[config.mk]
export PLATFORM = sky130hd
export DESIGN_NAME = context_stage_scheduler
export DESIGN_NICKNAME = d
export VERILOG_FILES = /design/src/rtl/parameters_pkg.sv /design/src/rtl/context_stage_scheduler.sv
export SDC_FILE = /design/constraint.sdc
export NUM_CORES = 1
export LEC_CHECK = 0
export CAP_MARGIN = 15
export CORE_ASPECT_RATIO = 0.6
export CORE_UTILIZATION = 50
export CTS_CLUSTER_DIAMETER = 150
export CTS_CLUSTER_SIZE = 8
export DETAILED_ROUTE_END_ITERATION = 8
export GPL_TIMING_DRIVEN = 0
export PLACE_DENSITY = 0.84
export SYNTH_ARGS = -nofsm -noshare
export SYNTH_HDL_FRONTEND = slang
export SYNTH_SLANG_ARGS = --single-unit
[constraint.sdc]
create_clock -name clk -period 3.8 [get_ports clk]
set_input_delay 0.38 -clock clk [delete_from_list [all_inputs] [get_ports clk]]
set_output_delay 0.38 -clock clk [all_outputs]
set_load 0.02 [all_outputs]
[src/rtl/parameters_pkg.sv]
// Stage encodings broadcast from the context scheduler to every PE.
// Shared by the scheduler, the PE array and any bench that decodes global_stage.
package parameters_pkg;

  localparam int STAGE_WIDTH = 3;

  localparam logic [STAGE_WIDTH-1:0] STAGE_IDLE                = 3'd0;
  localparam logic [STAGE_WIDTH-1:0] STAGE_MEASUREMENT_LOADING = 3'd1;
  localparam logic [STAGE_WIDTH-1:0] STAGE_GROW                = 3'd2;
  localparam logic [STAGE_WIDTH-1:0] STAGE_MERGE               = 3'd3;
  localparam logic [STAGE_WIDTH-1:0] STAGE_PEELING             = 3'd4;
  localparam logic [STAGE_WIDTH-1:0] STAGE_READ_FROM_MEM       = 3'd5;
  localparam logic [STAGE_WIDTH-1:0] STAGE_WRITE_TO_MEM        = 3'd6;

endpackage

[src/rtl/context_stage_scheduler.sv]
// Sequences LOAD, GROW/MERGE passes and PEEL over time-multiplexed decoding contexts,
// broadcasting a registered stage, context id and memory-switch qualifier to the PE array.
module context_stage_scheduler
  import parameters_pkg::*;
#(
  parameter int unsigned NUM_CONTEXTS = 2,
  parameter int unsigned CTX_WIDTH    = 1,
  parameter int unsigned MERGE_SETTLE = 3,
  parameter int unsigned MAX_GROW     = 63,
  parameter int unsigned ITER_WIDTH   = 8
) (
  input  logic                   clk,
  input  logic                   reset,
  input  logic                   start_valid,
  output logic                   start_ready,
  input  logic                   cfg_local_switch,
  input  logic                   busy_any,
  input  logic                   odd_any,
  output logic [STAGE_WIDTH-1:0] global_stage,
  output logic                   local_context_switch,
  output logic [CTX_WIDTH-1:0]   context_id,
  output logic [ITER_WIDTH-1:0]  iteration,
  output logic                   result_valid,
  output logic                   overflow,
  output logic                   done
);

  localparam int SETTLE_W = $clog2(MERGE_SETTLE + 1);

  typedef enum logic [3:0] {
    S_IDLE,
    S_LOAD_MEAS,
    S_LOAD_WR,
    S_GROW_RD0,
    S_GROW_RD1,
    S_GROW,
    S_MERGE,
    S_GROW_WR,
    S_PEEL_RD0,
    S_PEEL_RD1,
    S_PEELING,
    S_PEEL_WR,
    S_DONE
  } state_t;

  state_t                  r_state;
  state_t                  w_state_next;
  logic [STAGE_WIDTH-1:0]  r_stage;
  logic [CTX_WIDTH-1:0]    r_ctx;
  logic [CTX_WIDTH-1:0]    w_ctx_next;
  logic [CTX_WIDTH-1:0]    w_ctx_inc;
  logic [ITER_WIDTH-1:0]   r_iter;
  logic [ITER_WIDTH-1:0]   w_iter_next;
  logic [ITER_WIDTH-1:0]   w_iter_inc;
  logic                    r_ovf;
  logic                    w_ovf_next;
  logic [NUM_CONTEXTS-1:0] r_conv;
  logic [NUM_CONTEXTS-1:0] w_conv_next;
  logic [SETTLE_W-1:0]     r_settle;
  logic [SETTLE_W-1:0]     w_settle_next;
  logic                    r_cfg;
  logic                    w_cfg_next;
  logic                    r_lcs;
  logic                    w_lcs_next;
  logic                    r_rv;
  logic                    r_done;
  logic                    w_last_ctx;

  function automatic logic [STAGE_WIDTH-1:0] stage_of(input state_t s);
    case (s)
      S_LOAD_MEAS:                                 return STAGE_MEASUREMENT_LOADING;
      S_LOAD_WR, S_GROW_WR, S_PEEL_WR:             return STAGE_WRITE_TO_MEM;
      S_GROW_RD0, S_GROW_RD1, S_PEEL_RD0, S_PEEL_RD1: return STAGE_READ_FROM_MEM;
      S_GROW:                                      return STAGE_GROW;
      S_MERGE:                                     return STAGE_MERGE;
      S_PEELING:                                   return STAGE_PEELING;
      default:                                     return STAGE_IDLE;
    endcase
  endfunction

  assign w_last_ctx = (r_ctx == CTX_WIDTH'(NUM_CONTEXTS - 1));
  assign w_ctx_inc  = w_last_ctx ? '0 : r_ctx + CTX_WIDTH'(1);
  assign w_iter_inc = (&r_iter) ? r_iter : r_iter + ITER_WIDTH'(1);

  // NOTE: every signal gets its hold value before the case, so no path leaves one unassigned and no latch is inferred.
  always_comb begin
    w_state_next  = r_state;
    w_ctx_next    = r_ctx;
    w_iter_next   = r_iter;
    w_ovf_next    = r_ovf;
    w_conv_next   = r_conv;
    w_settle_next = r_settle;
    w_cfg_next    = r_cfg;

    case (r_state)
      S_IDLE: begin
        if (start_valid) begin
          w_state_next = S_LOAD_MEAS;
          w_ctx_next   = '0;
          w_iter_next  = '0;
          w_ovf_next   = 1'b0;
          w_conv_next  = '0;
          w_cfg_next   = cfg_local_switch;
        end
      end
      S_LOAD_MEAS: w_state_next = S_LOAD_WR;
      S_LOAD_WR: begin
        w_ctx_next   = w_ctx_inc;
        w_state_next = w_last_ctx ? S_GROW_RD0 : S_LOAD_MEAS;
      end
      S_GROW_RD0: w_state_next = S_GROW_RD1;
      // Converged contexts still do a read/write pair so PE memory pointers stay aligned.
      S_GROW_RD1: w_state_next = r_conv[r_ctx] ? S_GROW_WR : S_GROW;
      S_GROW: begin
        w_state_next  = S_MERGE;
        w_settle_next = '0;
      end
      S_MERGE: begin
        if (busy_any) begin
          w_settle_next = '0;
        end else if (r_settle == SETTLE_W'(MERGE_SETTLE - 1)) begin
          w_state_next = S_GROW_WR;
          if (!odd_any) w_conv_next[r_ctx] = 1'b1;
        end else begin
          w_settle_next = r_settle + SETTLE_W'(1);
        end
      end
      S_GROW_WR: begin
        w_ctx_next   = w_ctx_inc;
        w_state_next = S_GROW_RD0;
        if (w_last_ctx) begin
          w_iter_next = w_iter_inc;
          if (&r_conv) begin
            w_state_next = S_PEEL_RD0;
          end else if (w_iter_inc == ITER_WIDTH'(MAX_GROW)) begin
            w_ovf_next   = 1'b1;
            w_state_next = S_PEEL_RD0;
          end
        end
      end
      S_PEEL_RD0: w_state_next = S_PEEL_RD1;
      S_PEEL_RD1: w_state_next = S_PEELING;
      S_PEELING:  w_state_next = S_PEEL_WR;
      S_PEEL_WR: begin
        w_ctx_next   = w_ctx_inc;
        w_state_next = w_last_ctx ? S_DONE : S_PEEL_RD0;
      end
      S_DONE:  w_state_next = S_IDLE;
      default: w_state_next = S_IDLE;
    endcase

    // Two-context ping-pong: write-back of context 0 and fetch of context 1 use the alternate bank.
    w_lcs_next = w_cfg_next && (NUM_CONTEXTS == 2) &&
                 (((w_state_next inside {S_GROW_WR, S_PEEL_WR}) && (w_ctx_next == '0)) ||
                  ((w_state_next inside {S_GROW_RD0, S_GROW_RD1, S_PEEL_RD0, S_PEEL_RD1}) &&
                   (w_ctx_next == CTX_WIDTH'(1))));
  end

  // NOTE: sequential state uses non-blocking assignments so every register samples pre-edge values.
  always_ff @(posedge clk) begin
    if (reset) begin
      r_state <= S_IDLE;
    end else begin
      r_state <= w_state_next;
    end
  end

  // NOTE: the converged vector is a few flops rather than a RAM, so it is cleared by reset like the rest.
  always_ff @(posedge clk) begin
    if (reset) begin
      r_stage  <= STAGE_IDLE;
      r_ctx    <= '0;
      r_iter   <= '0;
      r_ovf    <= 1'b0;
      r_conv   <= '0;
      r_settle <= '0;
      r_cfg    <= 1'b0;
      r_lcs    <= 1'b0;
      r_rv     <= 1'b0;
      r_done   <= 1'b0;
    end else begin
      r_stage  <= stage_of(w_state_next);
      r_ctx    <= w_ctx_next;
      r_iter   <= w_iter_next;
      r_ovf    <= w_ovf_next;
      r_conv   <= w_conv_next;
      r_settle <= w_settle_next;
      r_cfg    <= w_cfg_next;
      r_lcs    <= w_lcs_next;
      r_rv     <= (w_state_next == S_PEELING);
      r_done   <= (w_state_next == S_DONE);
    end
  end

  assign start_ready          = (r_state == S_IDLE);
  assign global_stage         = r_stage;
  assign local_context_switch = r_lcs;
  assign context_id           = r_ctx;
  assign iteration            = r_iter;
  assign result_valid         = r_rv;
  assign overflow             = r_ovf;
  assign done                 = r_done;

endmodule

## Yosys cells after proc, flatten, opt, wreduce, memory -nomap -nowiden

Memory sizes are Yosys's and may differ from the RTL's. A register that Yosys moved wholly into a read port is not among the register bits.
Cells that the tools add are included.

- Mux-type cells: 36
- Bitwise gates (word level): 2
- Add/subtract/negate cells: 3
- Equality and inequality tests: 29
- $lt $le $gt $ge: 2
- Reductions and logical operators: 18

Operators by type and width:

| cell | number |
|---|---|
| one-hot mux 4 bit (12 select lines) | 1 |
| == test 4 bit (second input constant) | 9 |
| == test 4 x 3 -> 1 bit (second input constant) | 6 |
| two-way mux 4 bit | 6 |
| two-way mux 8 bit | 3 |
| two-way mux 2 bit | 8 |
| one-hot mux 8 bit (2 select lines) | 1 |
| != test 2 bit (second input constant) | 7 |
| == test 4 x 2 -> 1 bit (second input constant) | 3 |
| two-way mux 1 bit | 11 |
| AND reduction 5 bit | 2 |
| adder 8 x 1 -> 8 bit (second input constant) | 1 |
| == test 8 x 6 -> 1 bit (second input constant) | 1 |
| one-hot mux 2 bit (2 select lines) | 2 |
| AND reduction 8 bit | 1 |
| nonzero test 2 bit | 4 |
| == test 4 x 1 -> 1 bit (second input constant) | 1 |
| logical AND 1 bit | 4 |
| logical NOT 4 bit | 1 |
| one-hot mux 1 bit (2 select lines) | 2 |
| AND reduction 2 bit | 2 |
| nonzero test 4 bit | 1 |
| two-way mux 3 bit | 1 |
| != test 3 bit (second input constant) | 1 |
| other kinds (11) | 11 |

- Register bits after elaboration: 22
- Bits in read-only memories: 48
- Memories kept: 1
- Output and inout port bits: 17
- Logic and storage cells: 101

Memories:

| name | depth | width | read ports | clocked after Yosys merged registers in | wr ports | RTL line | text |
|---|---|---|---|---|---|---|---|
| (no name shown) | 16 | 3 | 1 | 1 | 0 | context_stage_scheduler.sv:70 | `case (s)` |

## Logic depth before layout (Yosys ltp)

Gate-level depths: netlist of run 1.

- Word-level depth: 12
- Mapped depth: 11

## Worst setup path before layout of run 1

No wires, ideal clock.

- Path type: register to register
- Start: register r_iter[0], in the netlist iteration[0]
- End: register r_stage[2], in the netlist global_stage[2]
- Cell stages (with the launch flop): 10
- Buffers on the path: 0
- Arrival: 2.732 ns
- Clock period less this slack: 2.802 ns
- Setup time: 0.070 ns
- Slack: 0.998 ns
- Cells stage by stage: dfxtp_1 -> ha_1 -> nand4_1 -> mux2_2 -> nor4b_4 -> o21ai_0 -> a21oi_1 -> ha_1 -> or3_1 -> a21oi_1

- Word-level cells in the longest chain between the ends: 7
- Elaborated cells between the ends (all ways): 8
- Those cells by class: add/sub: 1; eq/ne: 1; mux: 5; reduce/logical: 1

RTL lines:

| element | RTL line | text |
|---|---|---|
| start, declared | context_stage_scheduler.sv:52 | `logic [ITER_WIDTH-1:0] r_iter;` |
| start signal, assigned | context_stage_scheduler.sv:184 | `r_iter <= w_iter_next;` |
| adder 8 x 1 -> 8 bit or AND reduction 8 bit (tied branches) | context_stage_scheduler.sv:83 | `assign w_iter_inc = (&r_iter) ? r_iter : r_iter + ITER_WIDTH'(1);` |
| two-way mux 8 bit (*) | context_stage_scheduler.sv:83 |  |
| == test 8 x 6 -> 1 bit (*) | context_stage_scheduler.sv:135 | `end else if (w_iter_inc == ITER_WIDTH'(MAX_GROW)) begin` |
| two-way mux 4 bit (*) | context_stage_scheduler.sv:135 |  |
| two-way mux 4 bit (*) | context_stage_scheduler.sv:133 | `if (&r_conv) begin` |
| two-way mux 4 bit (*) | context_stage_scheduler.sv:131 | `if (w_last_ctx) begin` |
| one-hot mux 4 bit (12 select lines) (*) | context_stage_scheduler.sv:95 | `case (r_state)` |
| end, declared | context_stage_scheduler.sv:48 | `logic [STAGE_WIDTH-1:0] r_stage;` |

Mark *: on every way between the ends. The rest lies on a longest branch, timed or not.
A chain may end at the register's enable or synchronous reset.

## Worst setup path after layout of run 1

Ends and elaborated chain as after synthesis.

==> results of run 1 <==
## sequential cells by signal, summed over array words and instances (netlist names)
name	count
context_id	1
done	1
global_stage	3
iteration	8
local_context_switch	1
overflow	1
r_cfg	1
r_conv	2
r_settle	2
r_state	4
result_valid	1
## cells in the mapped netlist (2+ instances only)
master and count:
a21o_1 4, a21oi_1 13, a311oi_1 3, a31oi_1 8
and3_1 2, and4_1 2, buf_2 4, clkbuf_1 7
dfxtp_1 25, ha_1 6, inv_1 6, mux2_2 2
mux2i_1 5, nand2_1 16, nand2b_1 8, nand3_1 5
nand4_1 5, nor2_1 30, nor3_1 6, nor3b_1 2
nor4_1 3, o21a_1 2, o21ai_0 8, or3_1 2
xnor2_1 2
## worst max-delay path, delay by kind of cell, from the launching register on
family	cells	cell delay, ns
and+or+nand+nor	3	0.91
adders and majority gates	2	0.66
AOI/OAI and AO/OA	3	0.60
DFF	1	0.46
muxes	1	0.37
## stage by stage
step / instance area (um^2) / setup WS [ns] / utilization [%]
6_report: 1841 / 0.7269 / 63.68
5_1_grt: 1841 / 0.4776 / 63.68
4_1_cts: 1841 / 0.7233 / 63.68
3_5_place_dp: 1794 / 0.7485 / 62.08
3_3_place_gp: 1794 / 0.7993 / 62.08
2_1_floorplan: 1531 / 0.9979 / -
## metal layers
| metal | up-vias | wire length [um] |
|---|---|---|
| met5 | - | 0 |
| met4 | 0 | 22 |
| met3 | 5 | 338 |
| met2 | 69 | 1309 |
| met1 | 679 | 1970 |
| li1 | 753 | - |
## area by class of cell
| cell class | count | area, um^2 |
|---|---|---|
| timing repair buffer | 21 | 210.2 |
| clock buffer | 3 | 41.29 |
| tap | 42 | 52.55 |
| clock inverter | 1 | 5.005 |
| inverter | 6 | 22.52 |
| sequential | 25 | 500.5 |
| multi-input combinational | 151 | 954.7 |
| buffer | 12 | 53.80 |
| fill | 282 | 1050 |
## worst paths after layout
kind	startpoint	end	slack [ns]	depth (start not counted)
worst max-delay path	iteration[0]	global_stage[2]	0.73	9
worst min register to register	r_conv[1]	r_conv[1]	0.49	2
worst max register to register	iteration[0]	global_stage[2]	0.73	9
worst min-delay path	r_conv[1]	r_conv[1]	0.49	2
## power by group
part           leakage (nW)  total (mW)  internal, mW  switching, mW
clock                0.0255       0.156        0.0734         0.0828
sequential            0.202       0.272         0.268        0.00406
combinational         0.465      0.0882        0.0369         0.0514
## cells by family after synthesis
logic type / count (synthesis) / synth area share [%]
adder cells (fa/ha/maj): 6 / 4.902
flip-flops: 25 / 32.68
AO/OA/AOI/OAI: 49 / 22.14
XOR/XNOR: 2 / 1.144
buffers and inverters: 18 / 4.984
multiplexers: 7 / 4.739
AND/OR/NAND/NOR: 87 / 29.41
==> results by stage, run 1 <==
Run status:
- The run finished with clean final reports.

Routing:
- For this run, the detailed router's first-pass iteration total came to 5.
- The detailed-route vias per instance is 5.770.
- The DRC marker count from the first detailed-route iteration is roughly 160.
- The final routed wire length divided by cell count is about 14 um.
- Once detail routing completed, the nets flagged for antenna violations numbered 0.
- The total vias in the final route is about 1500.
- The final layout contains routed wiring with a total length of roughly 3600 um.
- The number of design rule violations left after detail routing is 0.

Critical path:
- The nature of the critical path endpoint is a flop.
- The critical-path cell with the highest stage delay is dfxtp_1.
- Walking the worst path, the cells encountered are ha_1 > nand4_1 > mux2_2 > nor4b_4 > o21ai_0 > a21oi_1 > ha_1 > or3_1 > a21oi_1.
- The critical path startpoint category is a flop.
- STA puts the critical path data arrival time at about 3.3 ns.
- The delay contributed by the slowest stage of the critical path is 0.46 ns.
- The endpoint required time on the critical path is about 4.0 ns.
- The critical path is of the flop to flop type.
- The maximum fanout encountered on the critical timing path is 8.

Clock network:
- The cts-stage hold buffer count is 0.
- The total clock buffers created by CTS is 3.
- The clock sink count is 25.
- The insertion delay of the later-clocked pin in the worst-skew pair is 0.27 ns.
- The cell sitting at the root of the clock tree is a clkbuf_8.
- Gates resized during post-CTS repair numbered 0.
- The worst-case clock buffer depth is 2.
- In this run the post-CTS setup repair buffer count came out at 0.
- In this run the number of H-tree levels came out at 1.
- The clock tree from TritonCTS is built.
- Clock-pin slew was measured on the worst setup and hold paths at ~0.080 ns.

Floorplan:
- The initial cell density of the core is a little over half.
- Row generation in the floorplan step produced 15 rows.
- The horizontal die dimension is 73.45 um.
- The placeable core region is 2890 um^2.
- Measured along the y axis, the die boundary spans around 45 um.
- For this design the top-level I/O count stands at 23.
- The floorplan die area is between 3000 and 4000 um^2.

Power and ir drop:
- The analysis attributes to cell leakage a power of approximately 0.69 nW.
- In this run the power density over the cells is about 280 nW/um^2.
- The worst IR drop on VDD is between 0.15 and 0.2 mV.
- Overall power consumption after layout is estimated at between 500 and 600 uW.

Place:
- The HPWL after detailed placement is ~2800 um.
- The routability-driven placement congestion ratio is 0.8812.
- Input and output buffers added on the ports amount to 21.
- After detailed placement, the design holds a cell count of 257.

Global route:
- Global routing used between 5 and 6% of the available met3 tracks.
- The initial antenna violation count was 0.
- The number of global-route vias before repair is 1174.
- The residual overflow from global routing is 0.
- The total global-route track usage is between 20% and 30%.
- The first global-routing pass estimated ~5900 um of wire.
- The met1 demand-to-capacity share in global routing is around 40%.
- Entering global routing, the biggest net connects 15 pins.
- The met2 layer usage reported by global route is 30.28%.
- The layer flagged by global routing as most heavily used is met1.

Yosys:
- The fraction of post-synthesis cell area in the top cell type by area is about a third.
- By area the synthesized netlist is led by dfxtp_1 33%, nor2_1 7.4%, ha_1 4.9%, a21oi_1 4.2%, nand2_1 3.9%.
- After synthesis, the share of flip-flops with an asynchronous set or reset is 0%.
- The synthesis warning total is 0.
- In this run, synthesis produced a sequential element count of 25.
- The average instance in the mapped netlist occupies around 8 um^2.
- For this run, the leading register cell type out of synthesis is dfxtp_1.
- Summed over all instances, the cell type with the most area after synthesis is dfxtp_1.
- Sequential elements use roughly a third of the synthesized area.
- The synthesized design contains 0 enable-type register cells.
- Synthesis handed over a netlist of around 190 instances.
- Synthesis instantiated 43 different standard cells from the library.
- The post-synth net total is just over 200.
- The cell area after synthesis is ~1500 um^2.

Final layout:
- The count of inserted antenna diode cells is 0.
- The layout cell share with drive strength beyond 1 is slightly below 7%.
- The final non-filler cell total is 261.
- The net total in the final layout is around 230.
- In the layout the commonest cells are 30 x nor2_1, 25 x dfxtp_1, 21 x clkdlybuf4s50_1.
- Leaving out fill and tap cells, the most frequent cell in the layout is nor2_1.
- The area growth from synthesis to layout is 20.18%.

Timing:
- Setup repair after global routing left no endpoint under its margin.
- Setup violations remaining at the end of the flow were counted as 0.
- Final hold analysis gives a worst-case slack of 0.4903 ns.
- For the pin with the worst max-slew slack, the measured transition is ~0.70 ns.
- Counting I/O delays and the setup requirement, the final critical path takes roughly 3.1 ns.
- Across the routed clock network, the largest skew measured is between 0.002 and 0.0025 ns.
- The number of max-slew violations in the final report is 0.
- The worst path uses between 80% and 90% of the clock period.
- The number of hold violations in the final report came to 0.
- Based on the critical path, the design can be clocked at up to 0.3254 GHz.
- For the final routed database, the setup TNS stands at 0 ns.
- The relative slew slack is between 50% and 60%.

Flow run:
- The number of maximum-capacitance constraint violations is 0.

Hold path:
- The path type of the worst min-delay path is flop to flop.
Note: power is estimated with default switching activity, not from simulation.
==> run 2, diff against run 1 <==
--- a/config.mk
+++ b/config.mk
@@ -7,7 +7,7 @@
 export LEC_CHECK = 0
 export CAP_MARGIN = 15
 export CORE_ASPECT_RATIO = 0.6
-export CORE_UTILIZATION = 50
+export CORE_UTILIZATION = 48
 export CTS_CLUSTER_DIAMETER = 150
 export CTS_CLUSTER_SIZE = 8
 export DETAILED_ROUTE_END_ITERATION = 8
==> constraint.sdc (replaced) <==
create_clock -name clk -period 2.8 [get_ports clk]
set_input_delay 0.28 -clock clk [delete_from_list [all_inputs] [get_ports clk]]
set_output_delay 0.28 -clock clk [all_outputs]
set_load 0.02 [all_outputs]
==> results by stage, run 2 (synthesized netlist as in run 1, its figures left out) <==
Final layout:
- The filler cell count in the final layout came to 254 (-9.9%).
- The layout cell share with drive strength beyond 1 is 14.54% (+7.7 points).
- The count of inserted antenna diode cells is 0 (unchanged).
- The area growth from synthesis to layout is 27.37%.
- The net total in the final layout is 240 (+3.4%).
- The share of the core filled with cells is 66.20% (+2.5 points).
- The area of all placed cells without fillers is 1951 um^2 (+6.0%).
- The library cells used most frequently in the layout, excluding fill and tap cells, are 30 x nor2_1, 23 x dfxtp_1, 21 x clkdlybuf4s50_1.
- The final non-filler cell total is 269 (+3.1%).
- The flip-flop count of the largest register, all copies and words added is 8 (unchanged).
- The most common library cell in the layout ignoring fill and taps is nor2_1.

Clock network:
- The clock tree from TritonCTS is built.
- The insertion delay of the later-clocked pin in the worst-skew pair is 0.27 ns (about the same).
- The count of H-tree levels built during CTS was 1 (unchanged).
- The worst-case clock buffer depth came to 2 (unchanged).
- The clock-pin slew on the worst setup and hold paths was 0.08 ns (about the same).
- The cts-stage hold buffer count was 0 (unchanged).
- The total clock buffers created by CTS came to 3 (unchanged).
- The cell at the root of the clock tree is clkbuf_8.
- The clock sink count is 25 (unchanged).

Critical path:
- The slowest stage of the critical path belongs to the cell dfxtp_4.
- The data arrival time of the worst path is 2.87 ns (-0.41 ns).
- On the critical path the largest part of the delay comes from simple AND/OR/NAND/NOR gates.
- The worst setup path is launched from a flop.
- The delay contributed by the slowest stage of the critical path came to 0.40 ns (-0.06 ns).
- The maximum fanout encountered on the critical timing path is 8 (unchanged).
- The number of buffers and inverters on the critical path is 0 (unchanged).
- The signal on the critical path passes through ha_4 > a31oi_1 > or3_4 > nor4b_4 > o21ai_1 > a21oi_2 > ha_1 > or3_1 > a21oi_1.
- The endpoint required time on the critical path is 3.01 ns (-1.00 ns).
- The worst setup path is of the flop to flop kind.
- The worst setup path is captured at a flop.

Routing:
- The detailed-route vias per instance is 5.781 (+0.18%).
- The number of iterations in the first detailed-routing pass is 5 (unchanged).
- The DRC marker count from the first detailed-route iteration is 120 (-23%).
- The met1 wire length is 1970 um (unchanged).
- The final routed wire length divided by cell count is 14.61 um (+4.7%).
- After detailed routing, no signal wire sits above met4.
- The total vias in the final route is 1555 (+3.3%).
- The number of design rule violations left after detail routing is 0 (unchanged).
- The sum of met2 wire segment lengths after detailed routing came to 1618 um (+24%).
- The routed length on met3 is 322 um (-4.7%).
- The overall routed net length is 3929 um (+7.9%).
- The number of nets with antenna violations after routing came to 0 (unchanged).

Place:
- The placed wire-length estimate after detailed placement is 2780 um (+0.56%).
- The number of input and output port buffers inserted came to 21 (unchanged).
- The cell count after placement was 257 (unchanged).
- The routability-driven placement congestion ratio was 0.8880 (+0.77%).
- The post-placement cell area came to 1795 um^2 (about the same).

Timing:
- The setup TNS is 0 ns (unchanged).
- The count of endpoints failing setup in the final report came to 0 (unchanged).
- The number of max-slew violations in the final report is 0 (unchanged).
- The ratio of final minimum period to clock period is 95.01% (+14 points).
- The highest achievable clock rate is 0.3759 GHz (+16%).
- The worst-case clock skew is 0.003832 ns (+0.001630 ns).
- The transition time of the tightest slew-check pin came to 0.7275 ns (+0.02486 ns).
- The number of hold violations in the final report is 0 (unchanged).
- The post-route worst hold slack is 0.3735 ns (-0.1168 ns).
- The relative slew slack came to 51.50% (-1.7 points).
- The minimum period implied by the final worst setup slack is 2.660 ns (-0.4128 ns).

Floorplan:
- The floorplan die area is 3428 um^2 (+4.0%).
- The die boundary height came to 45.76 um (+2.0%).
- The I/O pin count came to 23 (unchanged).
- The placeable core region is 2947 um^2 (+1.9%).
- The horizontal die dimension came to 74.92 um (+2.0%).
- The number of core rows is 15 (unchanged).
- The initial cell density of the core is 51.97% (-1.0 points).

Flow run:
- The number of maximum-capacitance constraint violations came to 0 (unchanged).

Global route:
- The residual overflow from global routing is 0 (unchanged).
- The wire length of the first global-routing pass was 6161 um (+5.0%).
- The maximum number of pins on one net before global-route repair was 15 (unchanged).
- The number of global-route vias before repair came to 1295 (+10%).
- The initial antenna violation count is 0 (unchanged).
- The total global-route track usage is 24.60% (+0.64 points).

Run status:
- The run finished with clean final reports.

Power and ir drop:
- The power density over the cells was 372.0 nW/um^2 (+33%).
- The worst IR drop on VDD is 0.2478 mV (+31%).
- The leakage power figure is 0.7497 nW (+8.2%).

Hold path:
- The path type of the worst min-delay path is input pin to flop.
==> run 2: timing repair <==
action | CTS | global route
buffers inserted | 7 | 4
pin swaps | 1 | 2
hold endpoints to repair | 0 | 0
resized for setup | 4 | 8
setup endpoints to repair | 3 | 3
==> run 2: path summary, 6_finish.rpt <==
check	endpoint	cells after the start	slack, ns	from
hold / removal	r_settle[0]	2	0.37	reset
hold reg to reg	r_conv[0]	2	0.52	r_conv[0]
setup / recovery	global_stage[2]	9	0.14	iteration[0]
setup reg to reg	global_stage[2]	9	0.14	iteration[0]
==> run 2: power by group <==
group          total (mW)  leakage, nW  internal [mW]  switching [mW]
combinational       0.146        0.520         0.0672          0.0785
clock               0.213       0.0255         0.0997           0.113
sequential          0.367        0.204          0.362         0.00560
total               0.726        0.750          0.529           0.197
==> run 2: cell type report <==
cell class | count | area (um^2) | share of cell area, %
buffer | 9 | 43.79 | 2.245
clock buffer | 3 | 41.29 | 2.117
clock inverter | 1 | 5.005 | 0.2566
inverter | 6 | 22.52 | 1.155
multi-input combinational | 151 | 984.7 | 50.48
sequential | 25 | 508.0 | 26.04
tap | 42 | 52.55 | 2.694
timing repair buffer | 32 | 292.8 | 15.01
==> run 2: per-layer routing <==
layer | up-vias | track usage, %
met1 | 717 | 36.99
met2 | 65 | 35.86
met4 | 0 | 3.774
met3 | 3 | 6.195
met5 | - | 0
li1 | 770 | -
==> run 2: stage by stage <==
step | total power [mW] | setup WS [ns]
floorplan | 0.4572 | 0.01207
global placement | 0.4934 | -0.1815
detailed placement | 0.4954 | -0.2142
CTS | 0.7249 | 0.05376
global route | 0.7602 | -0.006898
finish | 0.7257 | 0.1397
==> run 3, diff against run 2 <==
--- a/config.mk
+++ b/config.mk
@@ -7,12 +7,14 @@
 export LEC_CHECK = 0
 export CAP_MARGIN = 15
 export CORE_ASPECT_RATIO = 0.6
-export CORE_UTILIZATION = 48
+export CORE_UTILIZATION = 50
+export CTS_BUF_LIST = sky130_fd_sc_hd__clkbuf_8
 export CTS_CLUSTER_DIAMETER = 150
 export CTS_CLUSTER_SIZE = 8
 export DETAILED_ROUTE_END_ITERATION = 8
 export GPL_TIMING_DRIVEN = 0
-export PLACE_DENSITY = 0.84
+export MAX_ROUTING_LAYER = met4
+export PLACE_DENSITY = 0.87
 export SYNTH_ARGS = -nofsm -noshare
 export SYNTH_HDL_FRONTEND = slang
 export SYNTH_SLANG_ARGS = --single-unit
==> results by stage, run 3 (synthesized netlist as in run 1, its figures left out) <==
Floorplan:
- The I/O pin count was 23 (unchanged).
- The number of core rows is 15 (unchanged).
- The initial cell density of the core is 52.99% (+1.0 points).
- The floorplan die area came to 3296 um^2 (-3.9%).
- The placeable core region was 2890 um^2 (-1.9%).
- The die boundary height is 44.87 um (-1.9%).
- The horizontal die dimension is 73.45 um (-2.0%).

Routing:
- The total vias in the final route is 1560 (+0.32%).
- The number of design rule violations left after detail routing is 0 (unchanged).
- The number of iterations in the first detailed-routing pass is 5 (unchanged).
- The sum of met2 wire segment lengths after detailed routing was 1562 um (-3.5%).
- The met1 wire length is 1904 um (-3.4%).
- The top routing layer in use is met4.
- The final routed wire length divided by cell count is 14.49 um (-0.76%).
- The routed length on met3 is 299 um (-7.1%).
- The DRC marker count from the first detailed-route iteration was 172 (+43%).
- The detailed-route vias per instance was 5.977 (+3.4%).
- The number of nets with antenna violations after routing was 0 (unchanged).
- The overall routed net length is 3783 um (-3.7%).

Hold path:
- The worst hold path terminates at r_settle[0].
- The number of cells on the worst hold path is 2 (unchanged).
- The worst hold path belongs to the class input pin to flop.
- The startpoint identified for the worst hold timing path is reset.

Clock network:
- In this run the clock root is driven by a clkbuf_8.
- The clock-pin slew on the worst setup and hold paths is 0.08 ns (about the same).
- The count of H-tree levels built during CTS is 1 (unchanged).
- The total clock buffers created by CTS was 3 (unchanged).
- The worst-case clock buffer depth is 2 (unchanged).
- TritonCTS built the clock tree.
- The insertion delay of the later-clocked pin in the worst-skew pair is 0.27 ns (about the same).
- The cts-stage hold buffer count is 0 (unchanged).
- The clock sink count was 25 (unchanged).

Final layout:
- The net total in the final layout was 232 (-3.3%).
- The sequential cell area is 508.0 um^2 (unchanged).
- The filler cell count in the final layout is 268 (+5.5%).
- The area growth from synthesis to layout is 23.12%.
- The total area of multi-input combinational cells came to 980.9 um^2 (-0.38%).
- The final non-filler cell total was 261 (-3.0%).
- The count of inserted antenna diode cells is 0 (unchanged).
- The library cells used most frequently in the layout, excluding fill and tap cells, are 30 x nor2_1, 23 x dfxtp_1, 21 x clkdlybuf4s50_1.
- The flip-flop count of the largest register, all copies and words added is 8 (unchanged).
- The library cell used most frequently in the layout, excluding fill and tap cells, is nor2_1.
- The layout cell share with drive strength beyond 1 is 10.50% (-4.0 points).

Critical path:
- The setup slack of the worst register-to-register path is 0.09 ns (-0.05 ns).
- The critical path class is flop to flop.
- The critical path goes through ha_4 > nand4_1 > mux2_4 > nor4b_4 > o21ai_1 > a21oi_2 > ha_1 > or3_1 > a21oi_1.
- The depth of the most critical reg-to-reg path is 9 (unchanged).
- The number of buffers and inverters on the critical path is 0 (unchanged).
- The critical-path cell with the highest stage delay is dfxtp_4.
- The critical path startpoint category is a flop.
- The endpoint of the most critical register-to-register path is global_stage[2].
- The delay contributed by the slowest stage of the critical path is 0.41 ns (about the same).
- The largest delay contributor family on the critical path is simple AND/OR/NAND/NOR gates.
- In this run the critical register-to-register path is launched from iteration[0].
- The endpoint required time on the critical path came to 3.00 ns (about the same).
- The data arrival time of the worst path is 2.90 ns (+0.03 ns).
- STA classifies the critical path endpoint as a flop.
- The maximum fanout encountered on the critical timing path is 8 (unchanged).

Timing:
- The relative slew slack is 46.81% (-4.7 points).
- The minimum period implied by the final worst setup slack came to 2.705 ns (+0.04521 ns).
- The highest achievable clock rate came to 0.3696 GHz (-1.7%).
- The number of max-slew violations in the final report is 0 (unchanged).
- The count of endpoints failing setup in the final report is 0 (unchanged).
- The setup TNS is 0 ns (unchanged).
- The transition time of the tightest slew-check pin is 0.7979 ns (+0.07031 ns).
- The worst-case clock skew is 0.006071 ns (+0.002239 ns).
- The ratio of final minimum period to clock period came to 96.62% (+1.6 points).
- The number of hold violations in the final report is 0 (unchanged).

Global route:
- The initial antenna violation count is 0 (unchanged).
- The residual overflow from global routing was 0 (unchanged).
- The total global-route track usage is 25.82% (+1.2 points).
- The wire length of the first global-routing pass was 6168 um (+0.11%).
- The number of global-route vias before repair was 1296 (+0.077%).
- The maximum number of pins on one net before global-route repair is 14 (-1).

Power and ir drop:
- The net switching power figure came to 190.2 uW (-3.4%).
- The final total power was 705.3 uW (-2.8%).
- The design internal power was 515.1 uW (-2.6%).
- The proportion of power drawn by the clock network came to 29.4% (about the same).
- The worst IR drop on VDD is 0.3872 mV (+56%).
- The leakage power figure was 0.7132 nW (-4.9%).
- The power density over the cells is 374.0 nW/um^2 (+0.55%).
- The switching share of power is 26.97% (-0.17 points).
- The sequential share of power is 52.2% (+1.6 points).
- The share of total power in combinational logic is 18.4% (-1.7 points).

Run status:
- The flow ran to the end, and the final reports show no timing, DRC or antenna violations.

Place:
- The cell count after placement was 257 (unchanged).
- The number of input and output port buffers inserted is 21 (unchanged).
- The routability-driven placement congestion ratio was 0.9558 (+7.6%).
- The placed wire-length estimate after detailed placement came to 2785 um (+0.20%).

Flow run:
- The number of maximum-capacitance constraint violations was 0 (unchanged).
## run 3: worst max-delay path by stage
stage,startpoint,endpoint,slack [ns],depth (start not counted)
floorplan,iteration[1],global_stage[2],0.01,9
global placement,iteration[1],global_stage[2],-0.23,9
detailed placement,iteration[1],global_stage[2],-0.24,9
CTS,iteration[0],global_stage[2],0.03,9
global route,iteration[0],global_stage[2],-0.02,9
finish,iteration[0],global_stage[2],0.09,9
## run 3: final cells by class
class                      count  area share, %
buffer                         9          2.322
inverter                       6          1.194
clock inverter                 1         0.1991
timing repair buffer          24          12.34
sequential                    25          26.94
tap                           42          2.787
multi-input combinational    151          52.02
clock buffer                   3          2.190
## run 3: per-stage QoR
step           setup WS [ns]  hold slack, ns  instance area, um^2  utilization (%)
2_1_floorplan        0.01207          0.4426                 1533                -
3_3_place_gp         -0.2349          0.4681                 1795            62.12
3_5_place_dp         -0.2390          0.4840                 1795            62.12
4_1_cts              0.02826          0.4019                 1858            64.29
5_1_grt             -0.02011          0.4281                 1886            65.24
6_report             0.09452          0.3944                 1886            65.24
## run 3: per-layer routing
layer | up-vias | GRT usage (%)
met5 | - | -
met4 | 0 | 6.923
met3 | 4 | 6.250
met2 | 72 | 33.58
met1 | 731 | 38.92
li1 | 753 | -
## run 3: power groups by stage
stage	Combinational [mW]	Sequential, mW	Clock, mW
4_1_cts	0.121	0.370	0.210
5_1_grt	0.141	0.369	0.231
3_3_place_gp	0.117	0.378	0
6_report	0.130	0.368	0.207
3_5_place_dp	0.119	0.378	0
2_1_floorplan	0.0748	0.382	0
## run 3: repair_timing
action	4_1_cts	5_1_grt
buffers inserted	0	3
pin swaps	0	1
gates cloned	0	0
setup endpoints to repair	3	2
endpoints found under the hold margin	0	0
gates resized for setup	4	7
